`config.mk`:
```
export PLATFORM = sky130hd
export DESIGN_NAME = ps2_host_tx
export DESIGN_NICKNAME = d
export VERILOG_FILES = /design/src/rtl/ps2_pkg.sv /design/src/rtl/ps2_line_sync.sv /design/src/rtl/ps2_host_tx.sv
export SDC_FILE = /design/constraint.sdc
export NUM_CORES = 1
export LEC_CHECK = 0
export ABC_CLOCK_PERIOD_IN_PS = 3000
export CORE_MARGIN = 10
export CORE_UTILIZATION = 60
export DETAILED_ROUTE_END_ITERATION = 12
export GPL_ROUTABILITY_DRIVEN = 0
export GPL_TIMING_DRIVEN = 0
export MAX_ROUTING_LAYER = met4
export PLACE_DENSITY_LB_ADDON = 0.12
export SLEW_MARGIN = 20
export SYNTH_ARGS = -nofsm -noshare
export SYNTH_HDL_FRONTEND = slang
export SYNTH_SLANG_ARGS = --single-unit
```
`constraint.sdc`:
```
create_clock -name clk -period 3 [get_ports clk]
set_input_delay 0.6 -clock clk [delete_from_list [all_inputs] [get_ports clk]]
set_output_delay 0.6 -clock clk [all_outputs]
set_load 0.05 [all_outputs]
```
`src/rtl/ps2_pkg.sv`:
```
// PS/2 shared definitions for the host transmitter and the keyboard receiver.
//   ps2_state_e            : transmitter state encoding
//   FRAME_BITS             : data(8) + parity + stop bits shifted after the start bit
//   DEFAULT_INHIBIT_CYCLES : ps2_clk hold-low time before request-to-send
//   DEFAULT_TIMEOUT_CYCLES : maximum gap between device clock falling edges
//   odd_parity()           : PS/2 odd-parity bit for a data byte
package ps2_pkg;

   typedef enum logic [2:0] {
      IDLE,
      INHIBIT,
      REQ,
      SEND,
      ACK,
      WAIT_IDLE,
      DONE
   } ps2_state_e;

   localparam int FRAME_BITS             = 10;
   localparam int DEFAULT_INHIBIT_CYCLES = 12000;
   localparam int DEFAULT_TIMEOUT_CYCLES = 2000000;

   // Parity bit that makes the total count of ones over data+parity odd.
   function automatic logic odd_parity(input logic [7:0] data);
      return ~^data;
   endfunction

endpackage

```
`src/rtl/ps2_line_sync.sv`:
```
// Synchronizes the raw ps2_clk / ps2_data pad levels into the clk domain and
// flags falling edges of the synchronized ps2_clk.
//   clk, rst     : system clock, synchronous active-high reset
//   ps2_clk_in   : raw ps2_clk pad level (asynchronous)
//   ps2_data_in  : raw ps2_data pad level (asynchronous)
//   clk_s        : synchronized ps2_clk
//   data_s       : synchronized ps2_data
//   clk_fall     : one-cycle flag, synchronized ps2_clk went 1 -> 0
// SYNC_STAGES must be at least 2.
module ps2_line_sync #(
   parameter int SYNC_STAGES = 2
) (
   input  logic clk,
   input  logic rst,
   input  logic ps2_clk_in,
   input  logic ps2_data_in,
   output logic clk_s,
   output logic data_s,
   output logic clk_fall
);

   logic [SYNC_STAGES-1:0] clk_sr;
   logic [SYNC_STAGES-1:0] data_sr;
   logic                   clk_prev;

   // Reset to the idle (pulled-up) level so leaving reset never looks like an edge.
   always_ff @(posedge clk) begin
      if (rst) begin
         clk_sr   <= '1;
         data_sr  <= '1;
         clk_prev <= 1'b1;
      end else begin
         clk_sr   <= {clk_sr[SYNC_STAGES-2:0], ps2_clk_in};
         data_sr  <= {data_sr[SYNC_STAGES-2:0], ps2_data_in};
         clk_prev <= clk_sr[SYNC_STAGES-1];
      end
   end

   assign clk_s    = clk_sr[SYNC_STAGES-1];
   assign data_s   = data_sr[SYNC_STAGES-1];
   assign clk_fall = clk_prev & ~clk_s;

endmodule

```
`src/rtl/ps2_host_tx.sv`:
```
// PS/2 host-to-device transmitter. Runs inhibit / request-to-send, shifts an
// 11-bit frame out on device-generated clocks, and reports the line ACK.
//   clk, rst           : 100 MHz system clock, synchronous active-high reset
//   tx_data, tx_valid  : command byte and request; accepted when tx_ready
//   tx_ready           : high only in IDLE
//   ps2_clk_in         : raw ps2_clk pad level
//   ps2_data_in        : raw ps2_data pad level
//   ps2_clk_drive_low  : 1 pulls ps2_clk low, 0 releases it
//   ps2_data_drive_low : 1 pulls ps2_data low, 0 releases it
//   busy               : transfer in progress (gates the receiver)
//   done               : one-cycle end-of-transfer pulse
//   ack_ok / err_noack / err_timeout : exactly one pulses with done
module ps2_host_tx
   import ps2_pkg::*;
#(
   parameter int INHIBIT_CYCLES = DEFAULT_INHIBIT_CYCLES,
   parameter int TIMEOUT_CYCLES = DEFAULT_TIMEOUT_CYCLES,
   parameter int SYNC_STAGES    = 2
) (
   input  logic       clk,
   input  logic       rst,
   input  logic [7:0] tx_data,
   input  logic       tx_valid,
   output logic       tx_ready,
   input  logic       ps2_clk_in,
   input  logic       ps2_data_in,
   output logic       ps2_clk_drive_low,
   output logic       ps2_data_drive_low,
   output logic       busy,
   output logic       done,
   output logic       ack_ok,
   output logic       err_noack,
   output logic       err_timeout
);

   // One counter serves both the inhibit hold and the edge-gap watchdog.
   localparam int CNT_MAX = (INHIBIT_CYCLES > TIMEOUT_CYCLES) ? INHIBIT_CYCLES : TIMEOUT_CYCLES;
   localparam int CNT_W   = $clog2(CNT_MAX + 1);
   localparam logic [CNT_W-1:0] INH_LAST = CNT_W'(INHIBIT_CYCLES - 1);
   localparam logic [CNT_W-1:0] TMO_LAST = CNT_W'(TIMEOUT_CYCLES - 1);
   localparam logic [3:0]       IDX_LAST = 4'(FRAME_BITS - 1);

   logic clk_s, data_s, clk_fall;

   ps2_line_sync #(.SYNC_STAGES(SYNC_STAGES)) u_sync (
      .clk         (clk),
      .rst         (rst),
      .ps2_clk_in  (ps2_clk_in),
      .ps2_data_in (ps2_data_in),
      .clk_s       (clk_s),
      .data_s      (data_s),
      .clk_fall    (clk_fall)
   );

   ps2_state_e                state_q, state_n;
   logic [CNT_W-1:0]          cnt_q, cnt_n;
   logic [3:0]                bit_idx_q, bit_idx_n;
   logic [FRAME_BITS-1:0]     frame_q, frame_n;
   logic                      ack_bit_q, ack_bit_n;
   logic                      clk_dl_n, data_dl_n;
   logic                      done_n, ack_ok_n, noack_n, tmo_n;
   logic                      watching, bus_idle;

   assign watching = (state_q == SEND) || (state_q == ACK) || (state_q == WAIT_IDLE);
   assign bus_idle = clk_s & data_s;

   // NOTE: every variable gets a default before the case so no path leaves it
   // unassigned; a missing default here would infer a latch.
   always_comb begin
      state_n   = state_q;
      cnt_n     = cnt_q;
      bit_idx_n = bit_idx_q;
      frame_n   = frame_q;
      ack_bit_n = ack_bit_q;
      clk_dl_n  = ps2_clk_drive_low;
      data_dl_n = ps2_data_drive_low;
      done_n    = 1'b0;
      ack_ok_n  = 1'b0;
      noack_n   = 1'b0;
      tmo_n     = 1'b0;

      case (state_q)
         IDLE: begin
            clk_dl_n  = 1'b0;
            data_dl_n = 1'b0;
            if (tx_valid) begin
               frame_n  = {1'b1, odd_parity(tx_data), tx_data};
               cnt_n    = '0;
               clk_dl_n = 1'b1;
               state_n  = INHIBIT;
            end
         end
         INHIBIT: begin
            if (cnt_q == INH_LAST) begin
               data_dl_n = 1'b1;            // start bit
               cnt_n     = '0;
               state_n   = REQ;
            end else begin
               cnt_n = cnt_q + 1'b1;
            end
         end
         REQ: begin
            clk_dl_n  = 1'b0;
            bit_idx_n = '0;
            cnt_n     = '0;
            state_n   = SEND;
         end
         SEND: begin
            if (clk_fall) begin
               data_dl_n = ~frame_q[bit_idx_q];
               bit_idx_n = bit_idx_q + 1'b1;
               cnt_n     = '0;
               if (bit_idx_q == IDX_LAST) state_n = ACK;
            end else begin
               cnt_n = cnt_q + 1'b1;
            end
         end
         ACK: begin
            data_dl_n = 1'b0;
            if (clk_fall) begin
               ack_bit_n = ~data_s;
               cnt_n     = '0;
               state_n   = WAIT_IDLE;
            end else begin
               cnt_n = cnt_q + 1'b1;
            end
         end
         WAIT_IDLE: begin
            if (bus_idle) begin
               done_n   = 1'b1;
               ack_ok_n = ack_bit_q;
               noack_n  = ~ack_bit_q;
               state_n  = DONE;
            end else if (clk_fall) begin
               cnt_n = '0;
            end else begin
               cnt_n = cnt_q + 1'b1;
            end
         end
         DONE: begin
            clk_dl_n  = 1'b0;
            data_dl_n = 1'b0;
            state_n   = IDLE;
         end
         default: state_n = IDLE;
      endcase

      // Edge-gap watchdog; a fall in the same cycle (or a completed WAIT_IDLE) wins.
      if (watching && !clk_fall && (cnt_q == TMO_LAST) &&
          !((state_q == WAIT_IDLE) && bus_idle)) begin
         clk_dl_n  = 1'b0;
         data_dl_n = 1'b0;
         done_n    = 1'b1;
         tmo_n     = 1'b1;
         cnt_n     = '0;
         state_n   = IDLE;
      end
   end

   // NOTE: state and registered outputs use non-blocking assignments so every
   // flop samples the pre-edge values regardless of statement order.
   always_ff @(posedge clk) begin
      if (rst) begin
         state_q            <= IDLE;
         cnt_q              <= '0;
         bit_idx_q          <= '0;
         frame_q            <= '0;
         ack_bit_q          <= 1'b0;
         ps2_clk_drive_low  <= 1'b0;
         ps2_data_drive_low <= 1'b0;
         done               <= 1'b0;
         ack_ok             <= 1'b0;
         err_noack          <= 1'b0;
         err_timeout        <= 1'b0;
      end else begin
         state_q            <= state_n;
         cnt_q              <= cnt_n;
         bit_idx_q          <= bit_idx_n;
         frame_q            <= frame_n;
         ack_bit_q          <= ack_bit_n;
         ps2_clk_drive_low  <= clk_dl_n;
         ps2_data_drive_low <= data_dl_n;
         done               <= done_n;
         ack_ok             <= ack_ok_n;
         err_noack          <= noack_n;
         err_timeout        <= tmo_n;
      end
   end

   assign tx_ready = (state_q == IDLE);
   assign busy     = (state_q != IDLE);

endmodule

```
Word level (Yosys, flattened, before mapping). Cells that the tools add are included.

Bits in registers: 50. Word-level logic and storage cells: 92.

$lt $le $gt $ge: 1. $add $sub $neg: 2. Bitwise gates (word level): 8. Muxes and demuxes: 25. Reduce and logical (&&, ||, !) cells: 26. Eq/ne operators: 16.

Operator list (number): 21-bit case mux with 5 select lines (1); 21-bit 2-to-1 mux (4); 21-bit by 1-bit adder with 21-bit output (second input constant) (1); 21-bit by 14-bit == test with 1-bit output (second input constant) (1); 21-bit == test (second input constant) (1); 3-bit 2-to-1 mux (6); 3-bit case mux with 6 select lines (1); 2-bit inequality test (second input constant) (6); 3-bit == test (second input constant) (3); 1-bit 2-to-1 mux (8); 4-bit case mux with 2 select lines (1); 8-bit XNOR reduction (1); 3-bit by 2-bit == test with 1-bit output (second input constant) (2); 1-bit NOT (6); 2-bit AND reduction (3); 3-bit AND reduction (2); 6-bit AND reduction (1); 3-bit nonzero test (2); 2-bit OR reduction (3); 3-bit OR reduction (2); 4-bit by 5-bit < comparator with 1-bit output (second input constant) (1); 5-bit nonzero test (1); 4-bit by 1-bit adder with 4-bit output (second input constant) (1); 1-bit binary-select mux with 4-bit select (1); 12 further kinds (19).

Logic depth before layout (Yosys ltp). Gate-level depths: netlist of the first run.

Depth in word-level cells: 7. Gate-level depth with buffers: 7. Gate-level depth less buffers: 7.

Cells and area by module. From an unflattened synthesis of the first run, not the netlist that was laid out.

Cell total of the unflattened synthesis: 294. Area, all modules: 2446.1 um^2.

Modules (own cells, without submodules): ps2_host_tx (instances 1, cells each 283, area each 2308.5 um^2); ps2_line_sync (instances 1, cells each 11, area each 137.6 um^2).

Least setup slack after synthesis of the first run. No wires, ideal clock.

Path type: reg-to-output. Start point: register state_q[0]. End point: output port tx_ready. Cell stages (with the launch flop): 4. Arrival time: 1.484 ns. Setup slack: 0.916 ns. Path through: dfxtp_1 buf_2 or3_1 inv_1.

Word-level cells in the longest chain between the ends: 1.

RTL lines: from (decl) (RTL line ps2_host_tx.sv:55) `ps2_state_e state_q, state_n;`; from (signal assigned) (RTL line ps2_host_tx.sv:176) `state_q <= state_n;`; 3-bit zero test (RTL line ps2_host_tx.sv:190) `assign tx_ready = (state_q == IDLE);`; to (decl) (RTL line ps2_host_tx.sv:24) `output logic tx_ready,`.

No other way between the ends.

Final worst setup path of the first run. Ends and elaborated chain as after synthesis.

==> results.sh, run 1 <==
export IMPL_detailed_place_area_um2=2790
export IMPL_crit_required_ps=2400
export IMPL_cts_max_path_buffers=2
export IMPL_arrival_ps=2180
export IMPL_synth_most_common_cell="sky130_fd_sc_hd__dfxtp_1"
export IMPL_cap_violations=0
export IMPL_grt_remaining_overflow=0
export IMPL_totalWireLength_um=5680
export IMPL_cp_start_kind="register"
export IMPL_cts_buffers_inserted=5
export IMPL_grt_pass1_wl_um=9740
export IMPL_setup_violations_final=0
export IMPL_cts_resized=0
export IMPL_floorplan_initialDensity_pct=62.6
export IMPL_cts_setup_buffers=0
export IMPL_fin_area_um2=2890
export IMPL_num_nets_final=338
export IMPL_chipHeight_um=84.9
export IMPL_synth_cells_most_frequent="sky130_fd_sc_hd__dfxtp_1, sky130_fd_sc_hd__nand2_1, sky130_fd_sc_hd__nor2_1"
export IMPL_timing_worst_slew_pin_value_ps=643
export IMPL_clockRootBuffer="sky130_fd_sc_hd__clkbuf_8"
export IMPL_nFillCells=326
export IMPL_vias_in_the_first_global_route=2077
export IMPL_depth_of_the_worst_register_to_register_path=6
export IMPL_floorplan_die_area_um2=7200
export IMPL_gr_usage_all_layers_pct=16.3
export IMPL_maxSlewHeadroom_pct=56.8
export IMPL_detail_route_vias_per_cell=5.96
export IMPL_drt_drc_violations_left=0
export IMPL_hold_viol=0
export IMPL_report_final_slew_viol_count=0
export IMPL_synth_seq_area_share_pct=39.7
export IMPL_ioPinCount=21
export IMPL_routed_via_count=2224
export IMPL_synth_async_reset_ratio_pct=0
export IMPL_cell_types_occupying_the_most_area_after_synthesis="sky130_fd_sc_hd__dfxtp_1, sky130_fd_sc_hd__xnor2_1, sky130_fd_sc_hd__a21oi_1"
export IMPL_syn_num_nets=311
export IMPL_clkSinkCount=50
export IMPL_num_rows=23
export IMPL_hold_path_cell_count=1
export IMPL_die_width_um=84.9
export IMPL_synth_seq_cells=50
export IMPL_crit_path_max_fanout=10
export IMPL_first_pass_iters=4
export IMPL_r2r_start="bit_idx_q[0]"
export IMPL_power_static_leakage_nw=0.970
export IMPL_cts_hold_fix_buffers=0
export IMPL_worst_ir_drop_vdd_uv=401
export IMPL_rsz0062_at_grt="no"
export IMPL_hold_path_end="u_sync.clk_sr[1]"
export IMPL_path_class="register to primary output"
export IMPL_synth_edff_count=0
export IMPL_clk_insertion_delay_late_ps=300
export IMPL_fin_skew_ps=3.23
export IMPL_grt_max_degree=17
export IMPL_cts_tree="built"
export IMPL_dpl_hpwl_um=4220
export IMPL_synth_area_um2=2520
export IMPL_area_growth_synth_to_final_pct=14.3
export IMPL_synth_largest_area_cell="sky130_fd_sc_hd__dfxtp_1"
export IMPL_yosys_cell_types_count=57
export IMPL_maximum_clock_frequency_mhz=359
export IMPL_antenna_cells_inserted=0
export IMPL_yosysWarningCount=0
export IMPL_min_period_over_period_pct=92.8
export IMPL_holdCritStartpoint="u_sync.clk_sr[0]"
export IMPL_route_detailed_wl_per_inst_um=15.2
export IMPL_r2r_slack_ps=890
export IMPL_yosysTopAreaCellShare_pct=39.7
export IMPL_first_iter_violations=256
export IMPL_crit_reg2reg_capture="ps2_data_drive_low"
export IMPL_yosys_most_used_dff="sky130_fd_sc_hd__dfxtp_1"
export IMPL_outcome="complete, no violations"
export IMPL_holdCritPathClass="register to register"
export IMPL_power_per_cell_area_nw_per_um2=676
export IMPL_post_route_cells_drive_above_1_share_pct=10.2
export IMPL_core_area_um2=4030
export IMPL_antenna_found_initial=0
export IMPL_fin_setup_tns_ps=0
export IMPL_antenna_left=0
export IMPL_synth_avg_cell_area_um2=8.55
export IMPL_port_buffer_count=20
export IMPL_syn_inst=295
export IMPL_post_route_min_period_ps=2780
export IMPL_h_tree_depth=2
export IMPL_clkSlewWorstSetupHoldPaths_ps=90
export IMPL_kind_of_end_point_of_the_critical_path="primary output"
## layout make-up
cell class              count  area (um2)  area share, %
flip-flops and latches     50        1000           34.7
multi-input cells         222        1420           49.1
inverters                   6        22.5          0.781
plain buffers              17        82.6           2.86
well taps                  50        62.6           2.17
repair buffers             20         200           6.94
clock inverters             2        16.3          0.564
clock buffers               6        82.6           2.86
## kinds of logic after synthesis
group	count (synthesis)	share of synthesized area, %
compound gates	64	17.8
xor+xnor	20	6.94
fa+ha+maj	3	1.49
buf+inv	23	4.16
flops	50	39.7
mux	3	2.23
simple gates	132	27.7
## metal layers
layer  vias to the layer above  GRT usage, %  share of wire [%]
met5                         -             -                  0
li1                       1104             -                  -
met2                        69          23.5                 43
met4                         0          4.19                1.2
met3                         7          3.35                6.1
met1                      1044          22.4                 49
## metrics by stage
| step | total power [mW] | hold slack [ps] | utilization [%] | setup slack, ps | cells |
|---|---|---|---|---|---|
| finish | 1.95 | 419 | 71.6 | 217 | 373 |
| global route | 2.06 | 425 | 71.6 | 175 | 373 |
| CTS | 1.95 | 418 | 71.6 | 225 | 373 |
| detailed placement | 1.53 | 396 | 69.2 | 577 | 365 |
| global placement | 1.52 | 392 | 69.2 | 561 | 365 |
| floorplan | 1.34 | 389 | - | 916 | 295 |
## registers in the layout, indices dropped and copies added (netlist names)
name                count
cnt_q                  21
frame_q                10
bit_idx_q               4
state_q                 3
u_sync.clk_sr           2
u_sync.data_sr          2
ack_bit_q               1
ack_ok                  1
done                    1
err_noack               1
err_timeout             1
ps2_clk_drive_low       1
ps2_data_drive_low      1
u_sync.clk_prev         1
## critical path: stages, from the launching register on
cell and delay [ps]:
sky130_fd_sc_hd__dfxtp_1 310, sky130_fd_sc_hd__buf_2 160, sky130_fd_sc_hd__or3_1 470, sky130_fd_sc_hd__inv_1 120, sky130_fd_sc_hd__clkdlybuf4s50_1 820
## worst max path at each step
stage,end,depth (start not counted),startpoint
global placement,tx_ready,4,state_q[0]
floorplan,tx_ready,3,state_q[0]
detailed placement,tx_ready,4,state_q[0]
finish,tx_ready,4,state_q[0]
CTS,tx_ready,4,state_q[0]
global route,tx_ready,4,state_q[0]
## power by group
part	internal [mW]	leakage (nW)	switching, mW
Combinational	0.280	0.516	0.481
Clock	0.190	0.0478	0.233
Sequential	0.729	0.406	0.0383
## layout by cell type (no fill, tap or decap), drive strengths merged, types with 2 or more instances in the layout
master          n
a211oi          3
a21o            3
a21oi          24
a221o           2
a22oi           2
a311oi          6
a31oi           2
a41oi           2
and2            2
and3            2
and4            2
buf            10
clkbuf         13
clkdlybuf4s50  20
dfxtp          50
ha              3
inv             7
mux4            2
nand2          32
nand2b          8
nand3           9
nand4           7
nor2           27
nor2b           5
nor3           12
nor3b           3
nor4            4
o21ai           8
or2             6
or3             5
or4             2
xnor2          17
xor2            3
Note: power is estimated with default switching activity, not from simulation.
==> run 2: changes to the inputs <==
GPL_TIMING_DRIVEN = unset   (was 0)
==> results.sh, run 2 (synthesized netlist as in run 1, its figures left out) <==
export IMPL_final_cell_mix="sky130_fd_sc_hd__dfxtp_1, sky130_fd_sc_hd__nand2_1, sky130_fd_sc_hd__nor2_1"
export IMPL_cap_violations=0
export IMPL_antenna_cells_inserted=0
export IMPL_grt_max_degree=25
export IMPL_internal_power_mw=1.18
export IMPL_top_register="cnt_q"
export IMPL_num_nets_final=326
export IMPL_arrival_ps=2140
export IMPL_clkSinkCount=50
export IMPL_floorplan_die_area_um2=7200
export IMPL_routed_via_count=2182
export IMPL_power_clock_fraction_pct=21.9
export IMPL_post_route_min_period_ps=2740
export IMPL_fin_area_um2=2840
export IMPL_antenna_found_initial=0
export IMPL_crit_path_max_fanout=13
export IMPL_setup_violations_final=0
export IMPL_ioPinCount=21
export IMPL_clk_insertion_delay_late_ps=300
export IMPL_hold_viol=0
export IMPL_cp_start_kind="register"
export IMPL_maximum_clock_frequency_mhz=365
export IMPL_vias_in_the_first_global_route=1980
export IMPL_power_static_leakage_nw=0.939
export IMPL_first_pass_iters=5
export IMPL_mostFrequentLayoutCell="sky130_fd_sc_hd__dfxtp_1"
export IMPL_cts_setup_buffers=0
export IMPL_floorplan_initialDensity_pct=62.6
export IMPL_hold_path_cell_count=1
export IMPL_fin_setup_tns_ps=0
export IMPL_timing_worst_slew_pin_value_ps=611
export IMPL_cts_hold_fix_buffers=0
export IMPL_post_route_cells_drive_above_1_share_pct=9.00
export IMPL_report_final_slew_viol_count=0
export IMPL_grt_pass1_wl_um=9560
export IMPL_min_period_over_period_pct=91.3
export IMPL_core_area_um2=4030
export IMPL_comb_power_share_pct=37.0
export IMPL_switching_share_pct=38.4
export IMPL_fin_skew_ps=2.69
export IMPL_clkSlewWorstSetupHoldPaths_ps=90
export IMPL_clockRootBuffer="sky130_fd_sc_hd__clkbuf_8"
export IMPL_nFillCells=339
export IMPL_cts_tree="built"
export IMPL_cts_buffers_inserted=5
export IMPL_finish_utilization_pct=70.5
export IMPL_cts_max_path_buffers=2
export IMPL_gr_usage_all_layers_pct=16.1
export IMPL_totalWireLength_um=5560
export IMPL_num_rows=23
export IMPL_worst_ir_drop_vdd_uv=415
export IMPL_route_detailed_wl_per_inst_um=15.4
export IMPL_largestRegisters="cnt_q x21, frame_q x10, bit_idx_q x4"
export IMPL_power_per_cell_area_nw_per_um2=675
export IMPL_largest_register_ffs=21
export IMPL_seqPwrFrac_pct=41.1
export IMPL_dpl_hpwl_um=4000
export IMPL_maxSlewHeadroom_pct=59.1
export IMPL_drt_drc_violations_left=0
export IMPL_rsz0062_at_grt="no"
export IMPL_detail_route_vias_per_cell=6.04
export IMPL_r2r_slack_ps=980
export IMPL_antenna_left=0
export IMPL_die_width_um=84.9
export IMPL_first_iter_violations=241
export IMPL_detailed_place_area_um2=2740
export IMPL_grt_remaining_overflow=0
export IMPL_net_switching_power_mw=0.737
export IMPL_area_growth_synth_to_final_pct=12.5
export IMPL_outcome="complete, no violations"
export IMPL_cts_resized=0
export IMPL_chipHeight_um=84.9
export IMPL_kind_of_end_point_of_the_critical_path="primary output"
export IMPL_path_class="register to primary output"
export IMPL_port_buffer_count=20
export IMPL_crit_required_ps=2400
export IMPL_depth_of_the_worst_register_to_register_path=6
export IMPL_holdCritPathClass="register to register"
export IMPL_h_tree_depth=2
-- run 2: worst paths after layout --
| check | end | start |
|---|---|---|
| min | u_sync.data_sr[1] | u_sync.data_sr[0] |
| max reg2reg | cnt_q[20] | cnt_q[0] |
| min reg2reg | u_sync.data_sr[1] | u_sync.data_sr[0] |
| max | tx_ready | state_q[1] |
-- run 2: power groups by stage --
stage / logic (mW) / registers, mW / clock network (mW)
2_1_floorplan: 0.536 / 0.801 / 0
6_report: 0.710 / 0.788 / 0.420
3_5_place_dp: 0.702 / 0.802 / 0
4_1_cts: 0.707 / 0.787 / 0.429
3_3_place_gp: 0.699 / 0.798 / 0
5_1_grt: 0.780 / 0.799 / 0.453
-- run 2: area by class of cell --
class                           count  area (um2)  area share (%)
Clock buffer                        6        82.6            2.91
Clock inverter                      2        16.3           0.573
Inverter                            6        22.5           0.793
Multi-Input combinational cell    222        1420            49.9
Sequential cell                    50        1000            35.2
Tap cell                           50        62.6            2.20
Timing Repair Buffer               25         238            8.37
-- run 2: metal layers --
| layer | up-vias | GRT usage (%) | wire, um |
|---|---|---|---|
| met4 | 0 | 4.49 | 92 |
| met3 | 13 | 4.30 | 391 |
| met1 | 1013 | 21.8 | 2720 |
| met2 | 65 | 22.9 | 2350 |
| met5 | - | - | 0 |
| li1 | 1091 | - | - |
-- run 2: per-stage QoR --
step | setup WS, ps | instances | hold slack [ps] | power, mW
after floorplan | 916 | 295 | 389 | 1.34
after global placement | 610 | 353 | 393 | 1.50
after detailed placement | 595 | 353 | 392 | 1.50
after CTS | 258 | 361 | 414 | 1.92
after global routing | 145 | 361 | 447 | 2.03
final | 260 | 361 | 415 | 1.92
-- run 2: critical path, stage by stage, from the launching register on --
cell                              delay, ps
sky130_fd_sc_hd__dfxtp_1                430
sky130_fd_sc_hd__or3_1                  470
sky130_fd_sc_hd__inv_1                  120
sky130_fd_sc_hd__clkdlybuf4s50_1        810
==> run 3: changes to the inputs <==
ABC_CLOCK_PERIOD_IN_PS = 2710   (was 3000)
CORE_UTILIZATION = 57   (was 60)
clock period = 2.71 ns   (was 3 ns; I/O delays follow)
==> results.sh, run 3 (synthesized netlist as in run 1, its figures left out) <==
export IMPL_area_growth_synth_to_final_pct=13.2
export IMPL_die_width_um=86.5
export IMPL_fin_setup_tns_ps=0
export IMPL_multiInputGateArea_um2=1420
export IMPL_chipHeight_um=86.5
export IMPL_crit_start="state_q[1]"
export IMPL_regArea_um2=1000
export IMPL_gr_usage_all_layers_pct=16.2
export IMPL_kind_of_end_point_of_the_critical_path="primary output"
export IMPL_largest_register_ffs=21
export IMPL_arrival_ps=1980
export IMPL_totalWireLength_um=5640
export IMPL_num_nets_final=327
export IMPL_maximum_clock_frequency_mhz=397
export IMPL_h_tree_depth=2
export IMPL_final_cell_mix="sky130_fd_sc_hd__dfxtp_1, sky130_fd_sc_hd__nand2_1, sky130_fd_sc_hd__nor2_1"
export IMPL_cap_violations=0
export IMPL_mostFrequentLayoutCell="sky130_fd_sc_hd__dfxtp_1"
export IMPL_outcome="complete, no violations"
export IMPL_cts_buffers_inserted=5
export IMPL_post_route_cells_drive_above_1_share_pct=9.32
export IMPL_depth_of_the_worst_register_to_register_path=6
export IMPL_grt_max_degree=25
export IMPL_cts_tree="built"
export IMPL_r2r_start="cnt_q[0]"
export IMPL_floorplan_die_area_um2=7490
export IMPL_r2r_slack_ps=610
export IMPL_num_rows=24
export IMPL_detail_route_vias_per_cell=5.96
export IMPL_power_per_cell_area_nw_per_um2=760
export IMPL_routed_via_count=2163
export IMPL_antenna_cells_inserted=0
export IMPL_drt_drc_violations_left=0
export IMPL_antenna_found_initial=0
export IMPL_post_route_worst_setup_slack_ps=189
export IMPL_hold_viol=0
export IMPL_grt_pass1_wl_um=9740
export IMPL_cp_start_kind="register"
export IMPL_nFillCells=388
export IMPL_path_class="register to primary output"
export IMPL_critical_path_cell_sequence="or3_1 -> clkdlybuf4s50_1"
export IMPL_power_static_leakage_nw=0.952
export IMPL_fin_skew_ps=13.7
export IMPL_first_iter_violations=198
export IMPL_clkSlewWorstSetupHoldPaths_ps=90
export IMPL_core_area_um2=4320
export IMPL_grt_remaining_overflow=0
export IMPL_timing_worst_slew_pin_value_ps=593
export IMPL_ioPinCount=21
export IMPL_report_final_slew_viol_count=0
export IMPL_worst_ir_drop_vdd_uv=410
export IMPL_crit_path_max_fanout=13
export IMPL_largestRegisters="cnt_q x21, frame_q x10, bit_idx_q x4"
export IMPL_floorplan_initialDensity_pct=58.4
export IMPL_route_detailed_wl_per_inst_um=15.5
export IMPL_crit_path_top_delay_cell="sky130_fd_sc_hd__clkdlybuf4s50_1"
export IMPL_port_buffer_count=20
export IMPL_post_route_min_period_ps=2520
export IMPL_holdCritPathClass="register to register"
export IMPL_rsz0062_at_grt="no"
export IMPL_min_period_over_period_pct=93.0
export IMPL_vias_in_the_first_global_route=2068
export IMPL_clockRootBuffer="sky130_fd_sc_hd__clkbuf_8"
export IMPL_preCtsSetupSlack_ps=496
export IMPL_first_pass_iters=4
export IMPL_crit_reg2reg_capture="cnt_q[20]"
export IMPL_clk_insertion_delay_late_ps=310
export IMPL_delay_of_the_slowest_cell_on_the_worst_path_ps=820
export IMPL_cts_resized=0
export IMPL_maxSlewHeadroom_pct=60.3
export IMPL_cts_setup_buffers=0
export IMPL_top_register="cnt_q"
export IMPL_cts_max_path_buffers=2
export IMPL_clkSinkCount=50
export IMPL_dpl_hpwl_um=4100
export IMPL_post_layout_total_power_mw=2.17
export IMPL_worst_setup_path_endpoint="busy"
export IMPL_setup_violations_final=0
export IMPL_crit_required_ps=2170
export IMPL_cts_hold_fix_buffers=0
export IMPL_antenna_left=0
==> run 3: worst min path at each step <==
| stage | start | endpoint | slack [ps] | cells past startpoint |
|---|---|---|---|---|
| floorplan | u_sync.clk_sr[0] | u_sync.clk_sr[1] | 390 | 1 |
| global placement | u_sync.clk_sr[0] | u_sync.clk_sr[1] | 390 | 1 |
| detailed placement | u_sync.clk_sr[0] | u_sync.clk_sr[1] | 390 | 1 |
| CTS | u_sync.clk_sr[0] | u_sync.clk_sr[1] | 410 | 1 |
| global route | u_sync.data_sr[0] | u_sync.data_sr[1] | 440 | 1 |
| finish | u_sync.clk_sr[0] | u_sync.clk_sr[1] | 420 | 1 |
==> run 3: area by class of cell <==
class | instances | area share (%)
repair buffers | 26 | 8.50
clock inverters | 2 | 1.36
multi-input cells | 222 | 49.6
flip-flops and latches | 50 | 35.0
well taps | 52 | 2.28
clock buffers | 5 | 2.41
inverters | 6 | 0.788
==> run 3: per-stage QoR <==
step                      instance area [um2]  utilization, %  std cells  hold WS [ps]
after floorplan                          2520               -        295           389
after global placement                   2750            63.6        356           395
after detailed placement                 2750            63.6        356           392
after CTS                                2860            66.1        363           414
after global routing                     2860            66.1        363           439
final                                    2860            66.1        363           416
==> run 3: layer usage <==
layer | share of wire (%) | vias to the layer above | GRT usage (%)
met5 | 0 | - | -
met4 | 1.5 | 0 | 6.19
met3 | 6.3 | 9 | 3.66
met2 | 43 | 61 | 23.2
met1 | 49 | 1001 | 21.7
li1 | - | 1092 | -
==> run 3: worst max-delay path: cells and delay by family (launching register included) <==
kind	cells	cell delay (ps)
simple gates	1	240
buf+inv	1	820
flops	1	600
==> run 3: where the power goes <==
part           switching [mW]  internal, mW
Combinational           0.492         0.288
Sequential             0.0662         0.806
Clock                   0.246         0.272
==> edit, RTL diff (flow settings as in run 3) <==
`DEFAULT_TIMEOUT_CYCLES`: 2000000 -> 500000.
--- a/src/rtl/ps2_pkg.sv
+++ b/src/rtl/ps2_pkg.sv
@@ -20,3 +20,3 @@
    localparam int DEFAULT_INHIBIT_CYCLES = 12000;
-   localparam int DEFAULT_TIMEOUT_CYCLES = 2000000;
+   localparam int DEFAULT_TIMEOUT_CYCLES = 500000;
 
Check against the original RTL: same outputs for any inputs over 10 cycles, from zero or initial values and one cycle with rst high; that may be too few to reach the edited logic, so the function may still have changed.
==> edit against run 3 <==
  * First-iteration DRC count rose by 37%
  * Worst hold slack gained 3.0 ps
  * Critical path type unchanged
  * Combinational power is 20% lower
  * Area after synthesis fell by 2.3%
  * Count of clock-buffer cells in the layout is 1 higher
  * Setup slack got worse by 63 ps
  * Via count fell by 1.6%
  * Wire length fell by 5.0%
  * Clock power decreased by 16%
  * Sequential cell count is 2 lower
  * Power fell by 14%
  * Largest power group unchanged
  * Cell area decreased by 2.5%
==> edit: results (changes against run 3) <==
dpl ws=319 ps (was 496 ps); CP Max Fanout=15 (was 13); highest clock rate=0.387 GHz (was 0.397 GHz); number of DRC markers in iteration 0=272 (was 198); RR Endpoint=cnt_q[5] (was cnt_q[20]); largest net degree at the start of global routing=27 (was 25); hold_buf cts=0 (unchanged); largest registers=cnt_q (19), frame_q (10), bit_idx_q (4) (was cnt_q (21), frame_q (10), bit_idx_q (4)); Slew @ Worst Pin=716 ps (was 593 ps); crit path DAT=2040 ps (was 1980 ps); TritonRoute pass-1 iters=5 (was 4); dpl cells=352 (was 356); Post-synth top cells=48 x dfxtp_1, 38 x nand2_1, 27 x nor2_1 (was 50 x dfxtp_1, 32 x nand2_1, 27 x nor2_1); HPWL after DPL=3.94 mm (was 4.10 mm); DR vias/cell=5.91 (was 5.96); R2R setup slack=410 ps (was 610 ps); clk_lat worst skew=290 ps (was 310 ps); Hold Slack=419 ps (was 416 ps); sequential element share of the synthesized area=0.390 (was 0.397); static leakage=0.927 nW (was 0.952 nW); Worst R2R Start=cnt_q[0] (unchanged); clock group power=0.000433 W (was 0.000517 W); layout cells sized above 1=0.106 (was 0.0932); count of non-filler cells in the finished layout=360 (was 363); Switch Pwr=0.000688 W (was 0.000804 W); worst vdd ir=0.000442 V (was 0.000410 V); crit path launch=state_q[2] (was state_q[1]); synth top area cells=dfxtp_1 39%, nand2_1 5.8%, a21oi_1 5.3% (was dfxtp_1 40%, xnor2_1 5.9%, a21oi_1 4.8%); outcome=finished clean (unchanged); maximum single-stage delay on the critical path=840 ps (was 820 ps); Seq power=0.000817 W (was 0.000873 W); synthesized instance count=291 (was 295); vias in the first global route=1940 (was 2068); Final Skew=8.14 ps (was 13.7 ps); first-pass GRT wire length=9.25 mm (was 9.74 mm); worst reg2reg path depth=7 (was 6); GRT Total Usage=0.153 (was 0.162); Yosys cell types=56 (was 57); Routed WL=5.36 mm (was 5.64 mm); fin nets=325 (was 327); Placement Cell Area=2690 um^2 (was 2750 um^2)
-- edit: routing by layer --
metal,part of all wire,global-route usage,vias to the layer above
li1,-,-,1079
met1,0.50,0.216,955
met2,0.42,0.213,93
met3,0.076,0.0369,2
met4,0.0054,0.0359,0
met5,0,-,-
-- edit: worst reg2reg max path, delay by kind of cell (launching register included) --
family / cells / cell delay [ps]
AO/OA/AOI/OAI: 2 / 460
buffers and inverters: 1 / 210
adder cells (fa/ha/maj): 1 / 370
AND/OR/NAND/NOR: 3 / 680
flip-flops: 1 / 480
-- edit: kinds of logic (layout without fill, tap and decap cells) --
logic type	after synthesis	in the layout	synth area share
compound gates	55	55	0.149
xor+xnor	20	20	0.0711
fa+ha+maj	3	3	0.0152
buf+inv	21	40	0.0411
flops	48	48	0.390
mux	3	3	0.0223
simple gates	141	141	0.311
-- edit: layout make-up --
cell class	count	area, um^2
timing repair buffer	26	243
inverter	6	22.5
sequential	48	961
clock buffer	6	82.6
fill	353	1300
clock inverter	2	10.0
multi-input combinational	222	1400
tap	50	62.6
